--- config.mk ---
export PLATFORM = sky130hd
export DESIGN_NAME = calc1_port_driver
export DESIGN_NICKNAME = d
export VERILOG_FILES = /design/src/rtl/calc1_pkg.sv /design/src/rtl/calc1_req_fifo.sv /design/src/rtl/calc1_port_driver.sv
export SDC_FILE = /design/constraint.sdc
export NUM_CORES = 1
export LEC_CHECK = 0
export BUFFER_PORTS_ARGS = -buffer_cell sky130_fd_sc_hd__buf_2
export CAP_MARGIN = 10
export CORE_UTILIZATION = 56
export CTS_CLUSTER_DIAMETER = 40
export DETAILED_ROUTE_END_ITERATION = 8
export PLACE_DENSITY = 0.92
export REMOVE_ABC_BUFFERS = 1
export SYNTH_ARGS = -nofsm -noshare
export SYNTH_HDL_FRONTEND = slang
export SYNTH_SLANG_ARGS = --single-unit
--- constraint.sdc ---
create_clock -name c_clk -period 8 [get_ports c_clk]
set_clock_uncertainty 0.05 [all_clocks]
set_input_delay 0.4 -clock c_clk [delete_from_list [all_inputs] [get_ports c_clk]]
set_output_delay 0.4 -clock c_clk [all_outputs]
set_load 0.02 [all_outputs]
--- src/rtl/calc1_pkg.sv ---
`default_nettype none
// ============================================================================
// Module      : calc1_pkg
// Description : Shared command/response codes, request record and FSM state
//               type for the calc1 port driver.
// Revision    : 1.0 - initial release
// ============================================================================
package calc1_pkg;

   // calc1 command codes
   localparam logic [3:0] CMD_NOP = 4'd0;
   localparam logic [3:0] CMD_ADD = 4'd1;
   localparam logic [3:0] CMD_SUB = 4'd2;
   localparam logic [3:0] CMD_SHL = 4'd5;
   localparam logic [3:0] CMD_SHR = 4'd6;

   // calc1 / driver response codes
   localparam logic [1:0] RESP_NONE    = 2'd0;
   localparam logic [1:0] RESP_OK      = 2'd1;
   localparam logic [1:0] RESP_ERR     = 2'd2;
   localparam logic [1:0] RESP_TIMEOUT = 2'd3;

   // One queued request
   typedef struct packed {
      logic [3:0]  cmd;
      logic [31:0] op1;
      logic [31:0] op2;
   } req_t;

   // Driver sequencing states
   typedef enum logic [2:0] {
      ST_IDLE  = 3'd0,
      ST_SEND1 = 3'd1,
      ST_SEND2 = 3'd2,
      ST_WAIT  = 3'd3,
      ST_HOLD  = 3'd4
   } state_e;

endpackage : calc1_pkg
`default_nettype wire

--- src/rtl/calc1_req_fifo.sv ---
`default_nettype none
// ============================================================================
// Module      : calc1_req_fifo
// Description : Small synchronous request FIFO. Power-of-two depth, so the
//               pointers wrap naturally. Push while full is honoured only when
//               a pop happens in the same cycle.
// Revision    : 1.0 - initial release
// ============================================================================
module calc1_req_fifo #(
   parameter int DEPTH = 2,
   parameter int WIDTH = 68
) (
   input  logic             clk,
   input  logic             rst_n,
   input  logic             push,
   input  logic [WIDTH-1:0] push_data,
   input  logic             pop,
   output logic [WIDTH-1:0] pop_data,
   output logic             full,
   output logic             empty
);

   localparam int AW = (DEPTH > 1) ? $clog2(DEPTH) : 1;
   localparam int CW = $clog2(DEPTH + 1);

   logic [WIDTH-1:0] mem_q [DEPTH];
   logic [AW-1:0]    wr_ptr_q, wr_ptr_d;
   logic [AW-1:0]    rd_ptr_q, rd_ptr_d;
   logic [CW-1:0]    count_q, count_d;
   logic             do_push, do_pop;

   assign full     = (count_q == CW'(DEPTH));
   assign empty    = (count_q == '0);
   assign pop_data = mem_q[rd_ptr_q];

   // Qualify push/pop and compute next pointer and occupancy values
   always_comb begin
      do_pop   = pop & ~empty;
      do_push  = push & (~full | do_pop);
      wr_ptr_d = wr_ptr_q + AW'(do_push);
      rd_ptr_d = rd_ptr_q + AW'(do_pop);
      count_d  = count_q + CW'(do_push) - CW'(do_pop);
   end

   // Pointer and occupancy registers
   always_ff @(posedge clk or negedge rst_n) begin
      if (!rst_n) begin
         wr_ptr_q <= '0;
         rd_ptr_q <= '0;
         count_q  <= '0;
      end else begin
         wr_ptr_q <= wr_ptr_d;
         rd_ptr_q <= rd_ptr_d;
         count_q  <= count_d;
      end
   end

   // Storage array; contents are don't-care while the FIFO is empty
   always_ff @(posedge clk) begin
      if (do_push) begin
         mem_q[wr_ptr_q] <= push_data;
      end
   end

endmodule : calc1_req_fifo
`default_nettype wire

--- src/rtl/calc1_port_driver.sv ---
`default_nettype none
// ============================================================================
// Module      : calc1_port_driver
// Description : Drives one calc1 request port. Buffers requests, issues each
//               as a two-cycle cmd/op1 then op2 sequence, waits for the
//               response (or times out) and holds the result until consumed.
// Revision    : 1.0 - initial release
// ============================================================================
module calc1_port_driver
   import calc1_pkg::*;
#(
   parameter int TIMEOUT_CYCLES = 64,
   parameter int FIFO_DEPTH     = 2
) (
   input  logic        c_clk,
   input  logic        reset,
   input  logic        req_valid,
   output logic        req_ready,
   input  logic [0:3]  req_cmd,
   input  logic [0:31] req_op1,
   input  logic [0:31] req_op2,
   output logic [0:3]  port_cmd_out,
   output logic [0:31] port_data_out,
   input  logic [0:1]  port_resp_in,
   input  logic [0:31] port_data_in,
   output logic        rsp_valid,
   input  logic        rsp_ready,
   output logic [0:1]  rsp_code,
   output logic [0:31] rsp_data,
   output logic        err_spurious
);

   localparam int CNT_W = $clog2(TIMEOUT_CYCLES + 1);
   localparam int REQ_W = $bits(req_t);

   state_e            state_q, state_d;
   logic [CNT_W-1:0]  cnt_q, cnt_d;
   logic [31:0]       op2_q, op2_d;
   logic [3:0]        port_cmd_q, port_cmd_d;
   logic [31:0]       port_data_q, port_data_d;
   logic              rsp_valid_q, rsp_valid_d;
   logic [1:0]        rsp_code_q, rsp_code_d;
   logic [31:0]       rsp_data_q, rsp_data_d;
   logic              err_spurious_q, err_spurious_d;
   logic              ready_en_q;

   logic              fifo_push, fifo_pop, fifo_full, fifo_empty;
   logic              start_op;
   logic [REQ_W-1:0]  fifo_rd_data;
   req_t              head;

   // Held low through reset, then high from the first edge after release
   assign req_ready = ready_en_q & ~fifo_full;
   // NOP requests are handshaken but never stored
   assign fifo_push = req_valid & req_ready & (req_cmd != CMD_NOP);
   assign head      = req_t'(fifo_rd_data);

   calc1_req_fifo #(
      .DEPTH (FIFO_DEPTH),
      .WIDTH (REQ_W)
   ) u_req_fifo (
      .clk       (c_clk),
      .rst_n     (reset),
      .push      (fifo_push),
      .push_data ({req_cmd, req_op1, req_op2}),
      .pop       (fifo_pop),
      .pop_data  (fifo_rd_data),
      .full      (fifo_full),
      .empty     (fifo_empty)
   );

   // Next-state, timeout counter and registered-output computation
   always_comb begin
      state_d        = state_q;
      cnt_d          = cnt_q;
      op2_d          = op2_q;
      port_cmd_d     = '0;
      port_data_d    = '0;
      rsp_valid_d    = rsp_valid_q;
      rsp_code_d     = rsp_code_q;
      rsp_data_d     = rsp_data_q;
      fifo_pop       = 1'b0;
      start_op       = 1'b0;
      err_spurious_d = err_spurious_q |
                       ((port_resp_in != RESP_NONE) && (state_q != ST_WAIT));

      case (state_q)
         ST_IDLE: begin
            start_op = ~fifo_empty;
         end
         ST_SEND1: begin
            state_d     = ST_SEND2;
            port_data_d = op2_q;
         end
         ST_SEND2: begin
            state_d = ST_WAIT;
            cnt_d   = '0;
         end
         ST_WAIT: begin
            // A response arriving on the final count still wins over timeout
            if (port_resp_in != RESP_NONE) begin
               state_d     = ST_HOLD;
               rsp_valid_d = 1'b1;
               rsp_code_d  = port_resp_in;
               rsp_data_d  = port_data_in;
            end else begin
               cnt_d = cnt_q + CNT_W'(1);
               if (cnt_d == CNT_W'(TIMEOUT_CYCLES)) begin
                  state_d     = ST_HOLD;
                  rsp_valid_d = 1'b1;
                  rsp_code_d  = RESP_TIMEOUT;
                  rsp_data_d  = '0;
               end
            end
         end
         ST_HOLD: begin
            if (rsp_ready) begin
               state_d     = ST_IDLE;
               rsp_valid_d = 1'b0;
               rsp_code_d  = RESP_NONE;
               rsp_data_d  = '0;
               start_op    = ~fifo_empty;
            end
         end
         default: begin
            state_d = ST_IDLE;
         end
      endcase

      // Launch the head request: SEND1 drives cmd/op1, op2 is kept for SEND2
      if (start_op) begin
         fifo_pop    = 1'b1;
         state_d     = ST_SEND1;
         port_cmd_d  = head.cmd;
         port_data_d = head.op1;
         op2_d       = head.op2;
      end
   end

   // State and output registers; reset abandons any in-flight operation
   always_ff @(posedge c_clk or negedge reset) begin
      if (!reset) begin
         state_q        <= ST_IDLE;
         cnt_q          <= '0;
         op2_q          <= '0;
         port_cmd_q     <= '0;
         port_data_q    <= '0;
         rsp_valid_q    <= 1'b0;
         rsp_code_q     <= '0;
         rsp_data_q     <= '0;
         err_spurious_q <= 1'b0;
         ready_en_q     <= 1'b0;
      end else begin
         state_q        <= state_d;
         cnt_q          <= cnt_d;
         op2_q          <= op2_d;
         port_cmd_q     <= port_cmd_d;
         port_data_q    <= port_data_d;
         rsp_valid_q    <= rsp_valid_d;
         rsp_code_q     <= rsp_code_d;
         rsp_data_q     <= rsp_data_d;
         err_spurious_q <= err_spurious_d;
         ready_en_q     <= 1'b1;
      end
   end

   assign port_cmd_out  = port_cmd_q;
   assign port_data_out = port_data_q;
   assign rsp_valid     = rsp_valid_q;
   assign rsp_code      = rsp_code_q;
   assign rsp_data      = rsp_data_q;
   assign err_spurious  = err_spurious_q;

endmodule : calc1_port_driver
`default_nettype wire
-- Word level (Yosys, flattened, before mapping)
Memory sizes are Yosys's and may differ from the RTL's.
Index checks and enable logic that the tools add are counted.
- memories kept: 1
- input port bits: 106
- output and inout bits: 73
- flip-flop bits (word level): 119
- bits in writable memories: 136
- logic and storage cells: 78
- $add $sub $neg: 5
- bitwise logic cells: 9
- reductions and logical operators: 10
- equality and inequality tests: 13
- multiplexer cells: 27
- memories (name ; depth ; bits a word ; rd ports ; clocked after Yosys merged registers in ; write ports ; RTL line ; text):
    u_req_fifo.mem_q ; 2 ; 68 ; 1 ; 0 ; 1 ; calc1_req_fifo.sv:26 ; logic [WIDTH-1:0] mem_q [DEPTH];
- operators by type and width (operator ; number):
    32-bit 2-to-1 mux ; 5
    32-bit one-hot mux with 2 select lines ; 1
    3-bit one-hot mux with 5 select lines ; 1
    7-bit one-hot mux with 2 select lines ; 1
    3-bit 2-to-1 mux ; 4
    7-bit by 1-bit adder with 7-bit output (second input constant) ; 1
    7-bit == test (second input constant) ; 1
    1-bit 2-to-1 mux ; 7
    7-bit 2-to-1 mux ; 1
    3-bit by 2-bit == test with 1-bit output (second input constant) ; 2
    2-bit 2-to-1 mux ; 3
    2-bit != test (second input constant) ; 3
    3-bit != test (second input constant) ; 2
    3-bit AND reduction ; 2
    2-bit nonzero test ; 3
    1-bit bitwise AND ; 5
    4-bit 2-to-1 mux ; 1
    4-bit != test (second input constant) ; 1
    1-bit one-hot mux with 2 select lines ; 2
    2-bit one-hot mux with 2 select lines ; 1
    4-bit nonzero test ; 1
    3-bit by 1-bit == test with 1-bit output (second input constant) ; 1
    3-bit == test (second input constant) ; 1
    3-bit zero test ; 1
    other kinds (10) ; 13

-- Depth between registers and ports, before layout
- word-level depth: 10
- depth in mapped cells: 10
- mapped depth without buffers: 8

-- Modules after synthesis
A second synthesis with hierarchy kept.
- cells, all modules: 545
- area total of the unflattened synthesis: 9564.2 µm²
- modules (own cells, without submodules) (module ; area each (µm²) ; seq. area each (µm²) ; cells each ; instances):
    calc1_req_fifo ; 5185.0 ; 4184.0 ; 236 ; 1
    calc1_port_driver ; 4379.2 ; 2877.8 ; 309 ; 1

-- Worst setup path before layout
Ideal clock, no wire load.
- kind: register to register
- from: register u_req_fifo.count_q[1]
- to: memory u_req_fifo.mem_q[1][0] (enable)
- path buffers: 0
- setup time: 434 ps
- arrival time: 2896 ps
- data required time: 7516 ps
- path slack: 4620 ps
- stages on the path, launching flop included: 4
- clock period less this slack: 3380 ps
- cells stage by stage: dfrtp_1 > a21boi_0 > and3_1 > ha_1
- elaborated cells between the ends (all ways): 15
- classes of those cells: 1 x eq/ne; 5 x mux; 8 x bitwise; 1 x reduce/logical
- RTL lines (item ; RTL line ; text):
    start: declaration ; calc1_req_fifo.sv:29 ; logic [CW-1:0] count_q, count_d;
    start signal: assignment ; calc1_req_fifo.sv:54 ; count_q <= count_d;
    2-bit == test ; calc1_req_fifo.sv:32 ; assign full = (count_q == CW'(DEPTH));
    1-bit NOT ; calc1_port_driver.sv:53 ; assign req_ready = ready_en_q & ~fifo_full;
    1-bit bitwise AND ; calc1_port_driver.sv:53 ;
    net req_ready ; calc1_port_driver.sv:18 ; output logic req_ready,
    1-bit bitwise AND (2 in series) ; calc1_port_driver.sv:55 ; assign fifo_push = req_valid & req_ready & (req_cmd != CMD_NOP);
    1-bit bitwise AND ; calc1_req_fifo.sv:39 ; do_push = push & (~full | do_pop);
    1-bit 2-to-1 mux ; calc1_req_fifo.sv:60 ; if (do_push) begin
    1-bit 2-to-1 mux (not written as such) ; calc1_req_fifo.sv:61 ; mem_q[wr_ptr_q] <= push_data;
    end: declaration ; calc1_req_fifo.sv:26 ;
The timed path passes the listed nets, and every way through them passes these cells.

-- Worst setup path in the final report
- from: register cnt_q[0]
- to: register rsp_data_q[4] (netlist: rsp_data[27])
- cells in the longest elaborated chain, start to end: 4
- ends and longest elaborated chain (item ; RTL line ; text):
    start: declaration ; calc1_port_driver.sv:37 ; logic [CNT_W-1:0] cnt_q, cnt_d;
    start signal: assignment ; calc1_port_driver.sv:155 ; cnt_q <= cnt_d;
    7-bit by 1-bit adder with 7-bit output ; calc1_port_driver.sv:107 ; cnt_d = cnt_q + CNT_W'(1);
    7-bit == test ; calc1_port_driver.sv:108 ; if (cnt_d == CNT_W'(TIMEOUT_CYCLES)) begin
    3-bit != test (no source line) ; - ;
    3-bit AND reduction (no source line) ; - ;
    end signal: assignment ; calc1_port_driver.sv:161 ; rsp_data_q <= rsp_data_d;
    end: declaration ; calc1_port_driver.sv:43 ; logic [31:0] rsp_data_q, rsp_data_d;
No other way between the ends.
A chain may end at the register's enable or synchronous reset.

==> out/results.txt <==
Fin worst setup slack: 5.416 ns
CTS root buf: clkbuf_16
M1 WL: 8039 µm
CTS tree: built
WP buf/inv: 0
Crit path max-delay cell type: a21boi_4
Largest family of logic cells by synthesized area: compound AO/OA/AOI/OAI gates
Pleak: 0.005239 µW
GR Util All Layers: 23.40%
Worst relative slew slack: 21.01%
Post-synthesis compound-gate area fraction: 8.448%
Hold Path End: u_req_fifo.mem_q[1][46]$_DFFE_PP_
Crit-path max FO: 34
Area of the multi-input gates: 0.002360 mm²
Most frequent cell after synthesis: edfxtp_1
Hold Path Stages: 1
Layout cells sized above 1: 28.03%
Max Cap Viol: 0
Synth Area in Adders: 0.6488%
Antenna viol nets, final: 0
CP endpoint kind: register
CP Launch Point: cnt_q[0]$_DFFE_PN0P_
Crit path required time: 8.29 ns
Die H: 133.2 µm
Total power: 4491 µW
R2R Path Start: cnt_q[0]$_DFFE_PN0P_
Die width: 133.2 µm
Mux contribution to synthesized area: 7.059%
Total Nets Final: 1011
Largest net degree at the start of global routing: 104
WL met3: 1509 µm
HP Class: in -> reg
Synth area leaders: edfxtp_1 42%, dfrtp_1 31%, mux2i_1 7.1%
Vias in the first global route: 6320
Unique masters post-synth: 49
# IOs: 179
Initial antenna violation count: 1
Final hold vios: 0
Cell area power density: 370.5 mW/mm²
DR WL met2: 10680 µm
Startpoint Class: register
Final period util: 32.30%
Post-Route Setup TNS: 0 ns
Final HPWL DP: 11420 µm
Fin cells: 1144
Fin crit period: 2.584 ns
Total Wirelength: 20720 µm
Simple-gate share of the synthesized area: 7.410%
# placed instances: 1038
RSZ-0062 raised after global routing: false
Mapped cell area: 0.009642 mm²
Post-synth EDFFs: 136
Reg area: 0.007066 mm²
Slowest stage delay, CP: 0.97 ns
GPL Wtd Cong: 0.8478
Post-place instance area: 0.01066 mm²
Ys async rst share: 46.67%
Critical path's top delay family: compound AO/OA/AOI/OAI gates
Pre-Repair DR Iteration Count: 4
Post-synthesis xor/xnor area fraction: 0.5321%
Max-slew violations: 0
CTS Sinks: 255
Leading area contributor after synthesis: edfxtp_1
Synthesis-to-layout area growth: 25.73%
Syn avg cell area: 14.31 µm²
Synth Flop Type: edfxtp_1
Iter 0 DRT Violations: 458
Post-placement worst setup slack: 5.331 ns
Max VDD drop: 0.2774 mV
Core area: 0.01670 mm²
Register area share after synthesis: 73.24%
CTS buffer count: 30
CTS Buffer Depth: 3
Data arrival, critical path: 2.88 ns
N_diodes: 0
Top routing layer in use: met4
F_max: 387.0 MHz
Reg2Reg Depth: 5
Buffers on Ports: 178
FF-to-FF End: rsp_data[27]$_DFFE_PN0P_
Post-synthesis register bit count: 255
Post-synth top cells: 136 x edfxtp_1, 119 x dfrtp_1, 103 x nand2_1, 68 x mux2i_1, 63 x o21ai_1
Clk Latency, worst-skew pair: 0.53 ns
Htree depth: 1
CP Class: reg -> reg
Via count: 6326
Remaining DRCs: 0
FILL cells: 1081
Final setup viols: 0
First-pass GRT wire length: 32390 µm
Worst Tran Pin Value: 1.182 ns
Yosys warning count: 0
Total global routing overflow: 0
Status: complete, no violations
Post-CTS sizing: 0
FP Rows: 47
Initial Utilization: 57.73%
Synth top area share: 42.36%
Mapped Cells: 674
HP Start: req_op1[17]
Clk pin slew, worst setup/hold paths: 0.06 ns
Drt via density: 5.530
Crit path cell chain: ha_1 -> xor2_1 -> nand4_1 -> a21boi_4 -> o21ai_0
Reg2Reg Setup Slack: 5.42 ns
Post-route cell area: 0.01212 mm²
Routed len/inst: 18.11 µm
Die area: 0.01775 mm²
-- per-stage QoR --
stage                     hold WS [ns]  utilization [%]
final                          0.01708            72.59
after global routing         0.0007807            72.59
after CTS                    0.0003312            72.53
after detailed placement        0.4144            63.81
after global placement          0.3938            63.81
after floorplan                0.05441                -
-- power by group --
part / switching (µW) / total [µW] / internal [µW] / leakage (µW)
logic: 810 / 1280 / 472 / 0.00203
clock network: 522 / 1290 / 769 / 0.000458
registers: 182 / 1920 / 1740 / 0.00275
-- flip-flops by register name, summed over array words and instances (netlist names), 2 cells and up --
| signal | flops |
|---|---|
| u_req_fifo.count_q | 2 |
| port_cmd_out | 4 |
| rsp_data | 32 |
| state_q | 3 |
| port_data_out | 32 |
| u_req_fifo.mem_q | 136 |
| cnt_q | 7 |
| rsp_code | 2 |
| op2_q | 32 |
-- layout by cell type, fill, tap and decap left out, drive strengths merged, types with 3 or more instances in the layout --
cell	n
a211o	3
mux2i	68
dlygate4sd3	50
nand2	103
buf	183
edfxtp	136
xnor2	4
nor2	10
nand3	34
and3	3
o21ai	103
dfrtp	119
inv	9
clkinvlp	4
clkbuf	43
ha	5
clkinv	6
a21oi	5
-- per-layer routing --
metal	global-route usage [%]	up-vias
met5	0	-
li1	-	2900
met4	6.503	0
met1	28.61	3094
met3	4.947	45
met2	42.09	287
-- worst max path at each step --
stage          slack, ns                                to  depth (start not counted)
4_1_cts             5.35   u_req_fifo.count_q[1]$_DFF_PN0_                          8
6_report            5.42          rsp_data[27]$_DFFE_PN0P_                          5
3_5_place_dp        5.33   u_req_fifo.count_q[1]$_DFF_PN0_                          9
2_1_floorplan       4.62  u_req_fifo.mem_q[1][0]$_DFFE_PP_                          3
3_3_place_gp        5.40   u_req_fifo.count_q[1]$_DFF_PN0_                          9
5_1_grt             5.16          rsp_data[28]$_DFFE_PN0P_                          5
-- cells by family after synthesis --
logic type      after synthesis
flops                       255
simple gates                164
compound gates              130
mux                          68
buf+inv                      46
fa+ha+maj                     5
xor+xnor                      5
other cells                   1
-- layout make-up --
type / instances / area share [%]
sequential: 255 / 58.28
clock inverter: 13 / 1.022
clock buffer: 43 / 6.936
multi-input combinational: 373 / 19.47
tap: 220 / 2.271
timing repair buffer: 233 / 11.81
inverter: 7 / 0.2167
-- repair_timing --
action	4_1_cts	5_1_grt
hold buffers	49	1
setup buffers	0	0
endpoints found under the setup margin	0	0
hold endpoints to repair	148	1
Note: power is estimated with default switching activity, not from simulation.
